`src/rtl/exe_muldiv_unit.sv`:
```
// EXE-stage multiply/divide engine: iterative MULT/MULTU/DIV/DIVU, HI/LO registers and moves.
// Optional MULDIV_FAST_MUL_EN: single-cycle multiplier, MULT/MULTU go straight to FIX.
module exe_muldiv_unit #(
  parameter logic [5:0] OP_MULT  = 6'h18,
  parameter logic [5:0] OP_MULTU = 6'h19,
  parameter logic [5:0] OP_DIV   = 6'h1A,
  parameter logic [5:0] OP_DIVU  = 6'h1B,
  parameter logic [5:0] OP_MFHI  = 6'h10,
  parameter logic [5:0] OP_MTHI  = 6'h11,
  parameter logic [5:0] OP_MFLO  = 6'h12,
  parameter logic [5:0] OP_MTLO  = 6'h13
) (
  input  logic        clk,
  input  logic        rst,
  input  logic [5:0]  EXE_alu_op,
  input  logic [31:0] EXE_opA,
  input  logic [31:0] EXE_opB,
  input  logic        exe_kill,
  output logic        muldiv_stall,
  output logic        muldiv_busy,
  output logic [31:0] EXE_hilo_rdata,
  output logic [31:0] hi,
  output logic [31:0] lo
);

  typedef enum logic [1:0] {StIdle, StRun, StFix} state_e;

  state_e      state_q, state_d;
  logic [4:0]  count_q, count_d;
  logic [31:0] hi_q, hi_d, lo_q, lo_d;
  logic [31:0] opb_q, opb_d;   // multiplicand or divisor magnitude
  logic [63:0] acc_q, acc_d;   // mul: {partial, multiplier}; div: quotient in [31:0]
  logic [31:0] rem_q, rem_d;
  logic        is_div_q, is_div_d, neg_res_q, neg_res_d, neg_rem_q, neg_rem_d;

  logic        is_mul, is_divop, is_md, is_hilo, signed_op, a_neg, b_neg;
  logic [31:0] a_abs, b_abs;
  logic [32:0] mul_sum, rem_sh;
  logic        rem_ge;
  logic [63:0] prod_fix;
  logic [31:0] quo_fix, rem_fix;
`ifdef MULDIV_FAST_MUL_EN
  logic [63:0] fast_prod;
`endif

  always_comb begin
    is_mul    = (EXE_alu_op == OP_MULT) || (EXE_alu_op == OP_MULTU);
    is_divop  = (EXE_alu_op == OP_DIV) || (EXE_alu_op == OP_DIVU);
    is_md     = is_mul || is_divop;
    is_hilo   = is_md || (EXE_alu_op == OP_MFHI) || (EXE_alu_op == OP_MTHI) ||
                (EXE_alu_op == OP_MFLO) || (EXE_alu_op == OP_MTLO);
    signed_op = (EXE_alu_op == OP_MULT) || (EXE_alu_op == OP_DIV);
    a_neg     = signed_op & EXE_opA[31];
    b_neg     = signed_op & EXE_opB[31];
    a_abs     = a_neg ? (~EXE_opA + 32'd1) : EXE_opA;
    b_abs     = b_neg ? (~EXE_opB + 32'd1) : EXE_opB;
`ifdef MULDIV_FAST_MUL_EN
    fast_prod = {32'd0, a_abs} * {32'd0, b_abs};
`endif
    mul_sum   = {1'b0, acc_q[63:32]} + (acc_q[0] ? {1'b0, opb_q} : 33'd0);
    rem_sh    = {rem_q, acc_q[31]};
    rem_ge    = rem_sh >= {1'b0, opb_q};
    prod_fix  = neg_res_q ? (~acc_q + 64'd1) : acc_q;
    quo_fix   = neg_res_q ? (~acc_q[31:0] + 32'd1) : acc_q[31:0];
    rem_fix   = neg_rem_q ? (~rem_q + 32'd1) : rem_q;
  end

  always_comb begin
    state_d   = state_q;
    count_d   = count_q;
    hi_d      = hi_q;
    lo_d      = lo_q;
    opb_d     = opb_q;
    acc_d     = acc_q;
    rem_d     = rem_q;
    is_div_d  = is_div_q;
    neg_res_d = neg_res_q;
    neg_rem_d = neg_rem_q;
    unique case (state_q)
      StIdle: begin
        if (!exe_kill) begin
          if (is_md) begin
            is_div_d  = is_divop;
            neg_res_d = a_neg ^ b_neg;
            neg_rem_d = a_neg;
            count_d   = 5'd0;
            rem_d     = 32'd0;
            opb_d     = is_mul ? a_abs : b_abs;
            acc_d     = is_mul ? {32'd0, b_abs} : {32'd0, a_abs};
            state_d   = StRun;
            if (is_divop && (EXE_opB == 32'd0)) begin
              // Divide by zero: FIX writes lo=all-ones, hi=raw dividend, no sign fixup.
              acc_d     = {32'd0, 32'hFFFF_FFFF};
              rem_d     = EXE_opA;
              neg_res_d = 1'b0;
              neg_rem_d = 1'b0;
              state_d   = StFix;
            end
`ifdef MULDIV_FAST_MUL_EN
            if (is_mul) begin
              acc_d   = fast_prod;
              state_d = StFix;
            end
`endif
          end else if (EXE_alu_op == OP_MTHI) begin
            hi_d = EXE_opA;
          end else if (EXE_alu_op == OP_MTLO) begin
            lo_d = EXE_opA;
          end
        end
      end
      StRun: begin
        if (is_div_q) begin
          rem_d = rem_ge ? (rem_sh[31:0] - opb_q) : rem_sh[31:0];
          acc_d = {32'd0, acc_q[30:0], rem_ge};
        end else begin
          acc_d = {mul_sum, acc_q[31:1]};
        end
        count_d = count_q + 5'd1;
        if (count_q == 5'd31) state_d = StFix;
      end
      StFix: begin
        if (is_div_q) begin
          lo_d = quo_fix;
          hi_d = rem_fix;
        end else begin
          {hi_d, lo_d} = prod_fix;
        end
        state_d = StIdle;
      end
      default: state_d = StIdle;
    endcase
  end

  always_ff @(posedge clk or posedge rst) begin
    if (rst) begin
      state_q   <= StIdle;
      count_q   <= 5'd0;
      hi_q      <= 32'd0;
      lo_q      <= 32'd0;
      opb_q     <= 32'd0;
      acc_q     <= 64'd0;
      rem_q     <= 32'd0;
      is_div_q  <= 1'b0;
      neg_res_q <= 1'b0;
      neg_rem_q <= 1'b0;
    end else begin
      state_q   <= state_d;
      count_q   <= count_d;
      hi_q      <= hi_d;
      lo_q      <= lo_d;
      opb_q     <= opb_d;
      acc_q     <= acc_d;
      rem_q     <= rem_d;
      is_div_q  <= is_div_d;
      neg_res_q <= neg_res_d;
      neg_rem_q <= neg_rem_d;
    end
  end

  assign muldiv_busy    = (state_q != StIdle);
  assign muldiv_stall   = muldiv_busy & is_hilo & ~exe_kill;
  assign EXE_hilo_rdata = (EXE_alu_op == OP_MFHI) ? hi_q :
                          (EXE_alu_op == OP_MFLO) ? lo_q : 32'd0;
  assign hi             = hi_q;
  assign lo             = lo_q;

endmodule

```
`config.mk`:
```
export PLATFORM = sky130hd
export DESIGN_NAME = exe_muldiv_unit
export DESIGN_NICKNAME = d
export VERILOG_FILES = /design/src/rtl/exe_muldiv_unit.sv
export SDC_FILE = /design/constraint.sdc
export NUM_CORES = 1
export LEC_CHECK = 0
export BUFFER_PORTS_ARGS = -buffer_cell sky130_fd_sc_hd__buf_2
export CORE_MARGIN = 4
export CORE_UTILIZATION = 55
export CTS_CLUSTER_DIAMETER = 200
export DETAILED_ROUTE_END_ITERATION = 16
export PLACE_DENSITY = 0.78
export SYNTH_ARGS = -nofsm -noshare
export SYNTH_HDL_FRONTEND = slang
export SYNTH_SLANG_ARGS = --single-unit
```
`constraint.sdc`:
```
create_clock -name clk -period 6.6 [get_ports clk]
set_input_delay 0.99 -clock clk [delete_from_list [all_inputs] [get_ports clk]]
set_output_delay 0.99 -clock clk [all_outputs]
set_load 0.02 [all_outputs]
```
# Word-level counts from Yosys, hierarchy flattened
# Index checks and enable logic that the tools add are counted.
# W data, S select, Z words.
dict set report op_classes {
  add_sub_neg 8
  n_lt_le_gt_ge 1
  n_eq_ne 19
  mux 42
  bitwise 11
  reduce_logical 20
}
# op n
set ops {}
lappend ops {{$mux W32} 24}
lappend ops {{$mux W64} 4}
lappend ops {{$pmux W32 S2} 3}
lappend ops {{$add A32 B1 Y32 const B} 4}
lappend ops {{$not A32 Y32} 4}
lappend ops {{$pmux W64 S2} 1}
lappend ops {{$add A64 B1 Y64 const B} 1}
lappend ops {{$not A64 Y64} 1}
lappend ops {{$eq A6 B5 Y1 const B} 8}
lappend ops {{$add A32 B32 Y33} 1}
lappend ops {{$ge A33 B32 Y1} 1}
lappend ops {{$logic_not A32 Y1} 1}
lappend ops {{$sub A32 B32 Y32} 1}
lappend ops {{$ne A2 B2 Y1 const B} 8}
lappend ops {{$mux W5} 2}
lappend ops {{$pmux W5 S2} 1}
lappend ops {{$reduce_and A3 Y1} 3}
lappend ops {{$logic_or A1 B1 Y1} 8}
lappend ops {{$mux W2} 4}
lappend ops {{$reduce_and A4 Y1} 2}
lappend ops {{$reduce_bool A2 Y1} 3}
lappend ops {{$add A5 B1 Y5 const B} 1}
lappend ops {{$eq A5 B5 Y1 const B} 1}
lappend ops {{$reduce_and A5 Y1} 1}
lappend ops {{9 further kinds} 13}
dict set report word_totals {
  ff_bits 202
  in_bits 73
  output_inout_bits 98
}

# Depth between registers and ports, before layout
# Gate-level depths: netlist (run 1).
dict set report depth {
  ltp_word 9
  mapped_depth 15
}

# Least setup slack after synthesis (run 1)
# OpenSTA, ideal clock, no wires.
dict set report synth_timing {
  path_kind {input port to flip-flop}
  startpoint {input port EXE_opB[13]}
  endpoint {register rem_q[23]}
  t_arrival_ns 3.517
  slack_ns 2.989
  stages 9
  path_cell_list {nor4_1 nand2b_1 or4_1 or3_1 clkbuf_1 nor3b_1 clkbuf_1 a21oi_1 a211oi_1}
}
dict set report synth_between {
  elab_chain_len 6
}
# item line_no
set synth_rtl {}
lappend synth_rtl {{from (decl)} 17} ;# input logic [31:0] EXE_opB,
lappend synth_rtl {{$logic_not A32 Y1} 91} ;# if (is_divop && (EXE_opB == 32'd0)) begin
lappend synth_rtl {{$logic_and A1 B1 Y1} 91}
lappend synth_rtl {{$mux W32} 91}
lappend synth_rtl {{$mux W32} 82} ;# if (is_md) begin
lappend synth_rtl {{$mux W32} 81} ;# if (!exe_kill) begin
lappend synth_rtl {{$pmux W32 S2} 79} ;# unique case (state_q)
lappend synth_rtl {{to (signal assigned)} 154} ;# rem_q <= rem_d;
lappend synth_rtl {{to (decl)} 33} ;# logic [31:0] rem_q, rem_d;
# Every way passes these cells. The select of a mux whose other input is x is not followed.
# A chain may end at the register's enable or synchronous reset.

# Worst setup path after layout (run 1)
dict set report layout_timing {
  startpoint {register acc_q[0]}
  endpoint {register hi_q[24] (netlist: hi[24])}
}
dict set report layout_between {
  elab_chain_len 5
}
# item line_no
set layout_rtl {}
lappend layout_rtl {{from (decl)} 32} ;# logic [63:0] acc_q, acc_d;
lappend layout_rtl {{from (signal assigned)} 142} ;# acc_q <= 64'd0;
lappend layout_rtl {{from (signal assigned)} 153} ;# acc_q <= acc_d;
lappend layout_rtl {{$not A64 Y64} 63} ;# prod_fix = neg_res_q ? (~acc_q + 64'd1) : acc_q;
lappend layout_rtl {{$add A64 B1 Y64} 63}
lappend layout_rtl {{$mux W64} 63}
lappend layout_rtl {{$mux W32} 123} ;# if (is_div_q) begin
lappend layout_rtl {{$pmux W32 S2} 79}
lappend layout_rtl {{to (signal assigned)} 150} ;# hi_q <= hi_d;
lappend layout_rtl {{to (decl)} 30} ;# logic [31:0] hi_q, hi_d, lo_q, lo_d;
# Every way passes these cells.

==> flow_summary.yaml, run 1 <==
synthesis:
  syn_nets: 2349
  yosysWarnings: 0
  synth_edf_count: 0
  synth_top_cell_by_area: "dfrtp_1"
  async_flop_share: 1.00
  ys_top_cells_by_area: "dfrtp_1 29%, o21ai_0 5.9%, a21oi_1 5.4%, nor2_1 5.4%, nand2_1 5.4%"
  yosys.area.top_type_share: 0.295
  avgSynthCellArea_um2: 7.79
  synth.most_common_cell: "nor2_1"
  yosys.area_share.xor_xnor: 0.0980
  synth-seq-area-share: 0.295
  syn-cell-area_um2: 17200
  ys_seq_elements: 202
  yosys.cell_types.count: 77
  synthAdderAreaFrac: 0.0534
  synth_commonest_cells: "248 x nor2_1, 247 x nand2_1, 204 x o21ai_0, 202 x dfrtp_1, 186 x a21oi_1"
  yosys.area_share.simple: 0.203
  synth_compound_area_frac: 0.256
  synth_top_family_by_area: "compound AO/OA/AOI/OAI gates"
  syn_inst: 2204
  synthMuxAreaShare: 0.0468
  synth_flop_cell: "dfrtp_1"
worst_setup_path:
  crit_arrival_ns: 4.67
  slowest_delay_ns: 0.84
  cp_data_required_time_ns: 7.02
  crit_family: "simple AND/OR/NAND/NOR gates"
  cp_max_fo: 32
  cp.depth: 11
  rr_worst_depth: 11
  cp-end-kind: "flip-flop"
  critical_path_class: "reg2reg"
  cp-start-kind: "flip-flop"
  slowest_stage: "inv_1"
  path_cells: "inv_1, ha_1, and2b_2, nand4_1, or4_1, or2_4, nor2_2, nand2_2, or3_1, a211o_1, and3_1"
  path_buf_inv: 1
clock_network:
  cts_num_sinks: 202
  post_cts_resized: 0
  postCtsHoldBufs: 0
  cts_buffers: 24
  path_clk_slew_ns: 0.07
  root_buffer: "clkbuf_16"
  post_cts_buffers: 0
  h-tree-depth: 1
  cts.path.max_buffers: 3
  clk_latency_ns: 0.53
  cts_tree: "built"
global_route:
  first_global_vias: 16100
  antenna_found_initial: 1
  grt_usage: 0.374
  overflow: 0
  grt_max_degree: 90
  grt_pass1_wl_um: 98000
drt:
  routedWlPerCell_um: 24.5
  dr.pass1.iters: 6
  via_count: 17700
  drt-total-wl_um: 65900
  viasPerCell: 6.60
  ant_nets: 0
  drc_errors: 0
  drt_iter0_markers: 2376
sta:
  rsz0062_at_grt: "false"
  hold_violations: 0
  fin_tns_setup_ns: 0
  clock_skew_ns: 0.0167
  slew_headroom: 0.176
  worstMarginPinSlew_ns: 1.23
  slew_violations: 0
  finalCritPeriodShare: 0.644
  setup_viol: 0
  fmax_mhz: 235
  holdWs_ns: 0.500
  finalCriticalPeriod_ns: 4.25
die:
  die_x_um: 185
  rows: 64
  die_h_um: 185
  num_io_pins: 171
  die_area_um2: 34100
  initial_utilization: 0.560
  core-area_um2: 30700
min_path:
  hold_path.class: "reg2reg"
  hold_depth: 2
power:
  share_seq_of_total_power: 0.248
  p_leak_nw: 8.10
  swShare: 0.507
  power.density_nw_per_um2: 548
  p_comb_frac: 0.615
  vdd_drop_max_v: 0.000415
  p_sw_w: 0.00527
  internal-power_w: 0.00512
  clkPwrFrac: 0.136
placement:
  dp_hpwl_um: 50500
  gp_congestion: 1.03
  port_buffers: 170
final_layout:
  synthToLayoutAreaGrowth_pct: 10.4
  drive_gt1_frac: 0.135
  fin_nets: 2420
flow_run:
  max_cap_viol_count: 0
status:
  outcome: "completed"
[power by group through the flow]
stage / Combinational [W] / Clock, W / Sequential, W
detailed placement: 0.00622 / 0 / 0.00257
CTS: 0.00626 / 0.00142 / 0.00254
global placement: 0.00609 / 0 / 0.00253
global route: 0.00696 / 0.00147 / 0.00264
finish: 0.00639 / 0.00142 / 0.00258
floorplan: 0.00442 / 0 / 0.00248
[worst paths after layout]
check | from | endpoint | slack [ns]
max | acc_q[0] | hi[24] | 2.35
min in group asynchronous | rst | acc_q[7] | 0.55
max in group asynchronous | rst | hi[26] | 4.68
min reg2reg | opb_q[23] | opb_q[23] | 0.50
max reg2reg | acc_q[0] | hi[24] | 2.35
min | opb_q[23] | opb_q[23] | 0.50
[area by class of cell]
cell class                 instances  area [um^2]
multi-input combinational       1799        11300
clock inverter                    13          164
inverter                          59          229
clock buffer                      30          674
timing repair buffer             189          993
fill                            2838        11700
sequential                       202         5060
tap                              396          495
antenna                            1         2.50
[worst register-to-register path: stages (launching register included)]
cell     delay [ns]
dfrtp_1        0.47
inv_1          0.84
ha_1           0.36
and2b_2        0.18
nand4_1        0.25
or4_1          0.67
or2_4          0.30
nor2_2         0.13
nand2_2        0.12
or3_1          0.36
a211o_1        0.29
and3_1         0.17
[stage by stage]
stage / instance area, um^2 / worst slack [ns] / total power (W) / std cells / utilization
2_1_floorplan: 17200 / 0.0993 / 0.00691 / 2204 / -
3_3_place_gp: 18100 / 2.23 / 0.00862 / 2645 / 0.590
3_5_place_dp: 18100 / 2.17 / 0.00879 / 2645 / 0.590
4_1_cts: 18900 / 2.38 / 0.0102 / 2688 / 0.618
5_1_grt: 18900 / 2.12 / 0.0111 / 2689 / 0.618
6_report: 18900 / 2.35 / 0.0104 / 2689 / 0.618
[logic make-up (layout without fill, tap and decap cells)]
group,Yosys count,after routing
other,0,1
XOR/XNOR,192,192
adder cells (fa/ha/maj),72,72
AO/OA/AOI/OAI,706,706
multiplexers,77,77
AND/OR/NAND/NOR,752,752
flip-flops,202,202
buffers and inverters,203,291
[metal layers]
| layer | global-route usage | part of all wire |
|---|---|---|
| met1 | 0.538 | 0.41 |
| met2 | 0.534 | 0.40 |
| met3 | 0.0807 | 0.13 |
| met4 | 0.185 | 0.060 |
| met5 | 0 | 0 |
[flip-flops by register name (all words and copies together) (netlist names), 2 cells and up]
name,cells
acc_q,64
count_q,5
hi,32
lo,32
opb_q,32
rem_q,32
state_q,2
[placed cells by master, fill, tap and decap left out, drive strengths merged, types with 9 or more instances in the layout]
| cell | count |
|---|---|
| o22ai | 36 |
| o21a | 12 |
| o211ai | 35 |
| a31oi | 25 |
| a211oi | 16 |
| nand2 | 248 |
| nor2 | 249 |
| or4 | 23 |
| clkbuf | 30 |
| ha | 70 |
| o31ai | 53 |
| nand3 | 40 |
| o41ai | 17 |
| nand2b | 19 |
| mux2i | 51 |
| nor2b | 12 |
| dfrtp | 202 |
| inv | 60 |
| xnor2 | 90 |
| o221ai | 9 |
| nor4 | 12 |
| a21oi | 186 |
| a221oi | 16 |
| o21ai | 205 |
| a22oi | 11 |
| and3 | 14 |
| or3 | 33 |
| buf | 189 |
| mux2 | 26 |
| and2 | 11 |
| nand4 | 19 |
| o21bai | 12 |
| xor2 | 102 |
| or2 | 11 |
| a21o | 26 |
| nor3 | 37 |
Power figures use the tool's default switching activity.
==> run 2, diff against run 1 <==
CORE_UTILIZATION = 60   (was 55)
PLACE_DENSITY = 0.81   (was 0.78)
clock period = 4.2 ns   (was 6.6 ns; I/O delays follow)
==> run 2 against run 1 <==
  * Register-to-register slack worse by 1.9 ns
  * Sequential share of layout area down 0.14 points
  * Via count up 1.6%
  * Wire length about the same
  * Setup slack worse by 1.9 ns
  * Maximum frequency up 14%
  * Count of clock-buffer cells in the layout up 2
  * Cell count down 0.15%
  * Critical endpoint is now acc_q[60]
  * Largest cell class unchanged
  * Highest routed layer unchanged
==> flow_summary.yaml, run 2 (synthesis results as in run 1) <==
status:
  outcome: "completed"
sta:
  fmax_mhz: 269
  fin_tns_setup_ns: 0
  worstMarginPinSlew_ns: 1.17
  slew_violations: 0
  hold_violations: 0
  clock_skew_ns: 0.0137
  finalCriticalPeriod_ns: 3.72
  setup_viol: 0
  rsz0062_at_grt: "false"
  slew_headroom: 0.221
  finalCritPeriodShare: 0.885
final_layout:
  largest_reg_flops: 64
  max_flop_register: "acc_q"
  nFillCells: 2392
  fin_nets: 2431
  synthToLayoutAreaGrowth_pct: 11.0
  multiInputGateArea_um2: 11300
  drive_gt1_frac: 0.139
  final_cell_mix: "247 x nand2_1, 245 x nor2_1, 204 x o21ai_0"
  seqCellArea_um2: 5060
  final_common_cell: "nand2_1"
global_route:
  antenna_found_initial: 0
  grt_max_degree: 100
  first_global_vias: 16700
  grt_pass1_wl_um: 99900
  grt_usage: 0.413
  overflow: 0
drt:
  via_count: 18000
  routedWlPerCell_um: 24.5
  viasPerCell: 6.71
  drt-total-wl_um: 65900
  drt_iter0_markers: 2339
  dr.pass1.iters: 6
  drc_errors: 0
  ant_nets: 0
worst_setup_path:
  crit_arrival_ns: 4.13
  cp-start-kind: "flip-flop"
  cp-end-kind: "flip-flop"
  cp_data_required_time_ns: 4.62
  cp_max_fo: 15
  rr_worst_depth: 12
  critical_path_class: "reg2reg"
clock_network:
  h-tree-depth: 1
  post_cts_buffers: 0
  cts_buffers: 24
  root_buffer: "clkbuf_16"
  postCtsHoldBufs: 0
  cts.path.max_buffers: 3
  path_clk_slew_ns: 0.06
  clk_latency_ns: 0.53
  cts_num_sinks: 202
  post_cts_resized: 0
  cts_tree: "built"
power:
  vdd_drop_max_v: 0.000674
  power.density_nw_per_um2: 865
  p_total_w: 0.0165
  p_leak_nw: 8.16
die:
  rows: 61
  initial_utilization: 0.613
  core-area_um2: 28000
  die_h_um: 177
  die_area_um2: 31400
  num_io_pins: 171
  die_x_um: 177
placement:
  port_buffers: 170
  gp_congestion: 1.02
  dp_hpwl_um: 50000
flow_run:
  max_cap_viol_count: 0
min_path:
  hold_path.class: "in2async"
[run 2: cell count changes in the layout (fill, tap and decap cells not counted), moves of 2 or more]
cell and change:
buf_4 +8, clkinv_4 -4, buf_12 +3, clkinv_2 +2, clkinvlp_4 +2, diode_2 +2
[run 2: critical path, cell delays in order, from the launching register on]
cell and delay [ns]:
dfrtp_1 0.39, inv_1 0.43, nor2_1 0.11, ha_1 0.37
a21oi_1 0.27, o221ai_1 0.20, a2111oi_0 0.73, nor4bb_1 0.19
nor2_1 0.23, o21ai_0 0.22, nand2_1 0.14, mux2i_1 0.07
a221o_1 0.26
[run 2: final timing paths]
| kind | startpoint | end | slack [ns] |
|---|---|---|---|
| worst max-delay path | acc_q[0] | acc_q[60] | 0.48 |
| worst min-delay path | rst | count_q[4] | 0.08 |
| worst max register to register | acc_q[0] | acc_q[60] | 0.48 |
| worst min register to register | lo[31] | lo[31] | 0.51 |
| max in group asynchronous | rst | rem_q[24] | 3.22 |
| min in group clk | EXE_opB[0] | opb_q[0] | 0.42 |
[run 2: layer usage]
metal,up-vias,track usage,wire (um)
li1,8138,-,-
met1,8432,0.563,25400
met2,1241,0.584,26100
met3,205,0.138,10200
met4,0,0.213,4160
met5,-,0,0
[run 2: area by class of cell]
class / count / share of cell area
Sequential cell: 202 / 0.265
Multi-Input combinational cell: 1799 / 0.595
Antenna cell: 3 / 0.000394
Inverter: 59 / 0.0118
Clock inverter: 12 / 0.00782
Clock buffer: 32 / 0.0363
Tap cell: 378 / 0.0248
Timing Repair Buffer: 200 / 0.0585
[run 2: through the flow]
step,instance area (um^2),setup WS [ns],util,hold WS [ns],cells
after floorplan,17200,0.779,-,0.450,2204
after global placement,18200,0.599,0.650,0.486,2638
after detailed placement,18200,0.564,0.650,0.490,2638
after CTS,19000,0.561,0.680,0.0972,2682
after global routing,19000,0.152,0.680,0.112,2682
final,19100,0.483,0.680,0.0830,2685
[run 2: power breakdown]
group	leakage [nW]	internal [W]	switching [W]	total [W]
sequential	2.48	0.00286	0.00115	0.00401
combinational	5.28	0.00394	0.00629	0.0102
clock	0.409	0.00134	0.000893	0.00224
total	8.16	0.00814	0.00833	0.0165
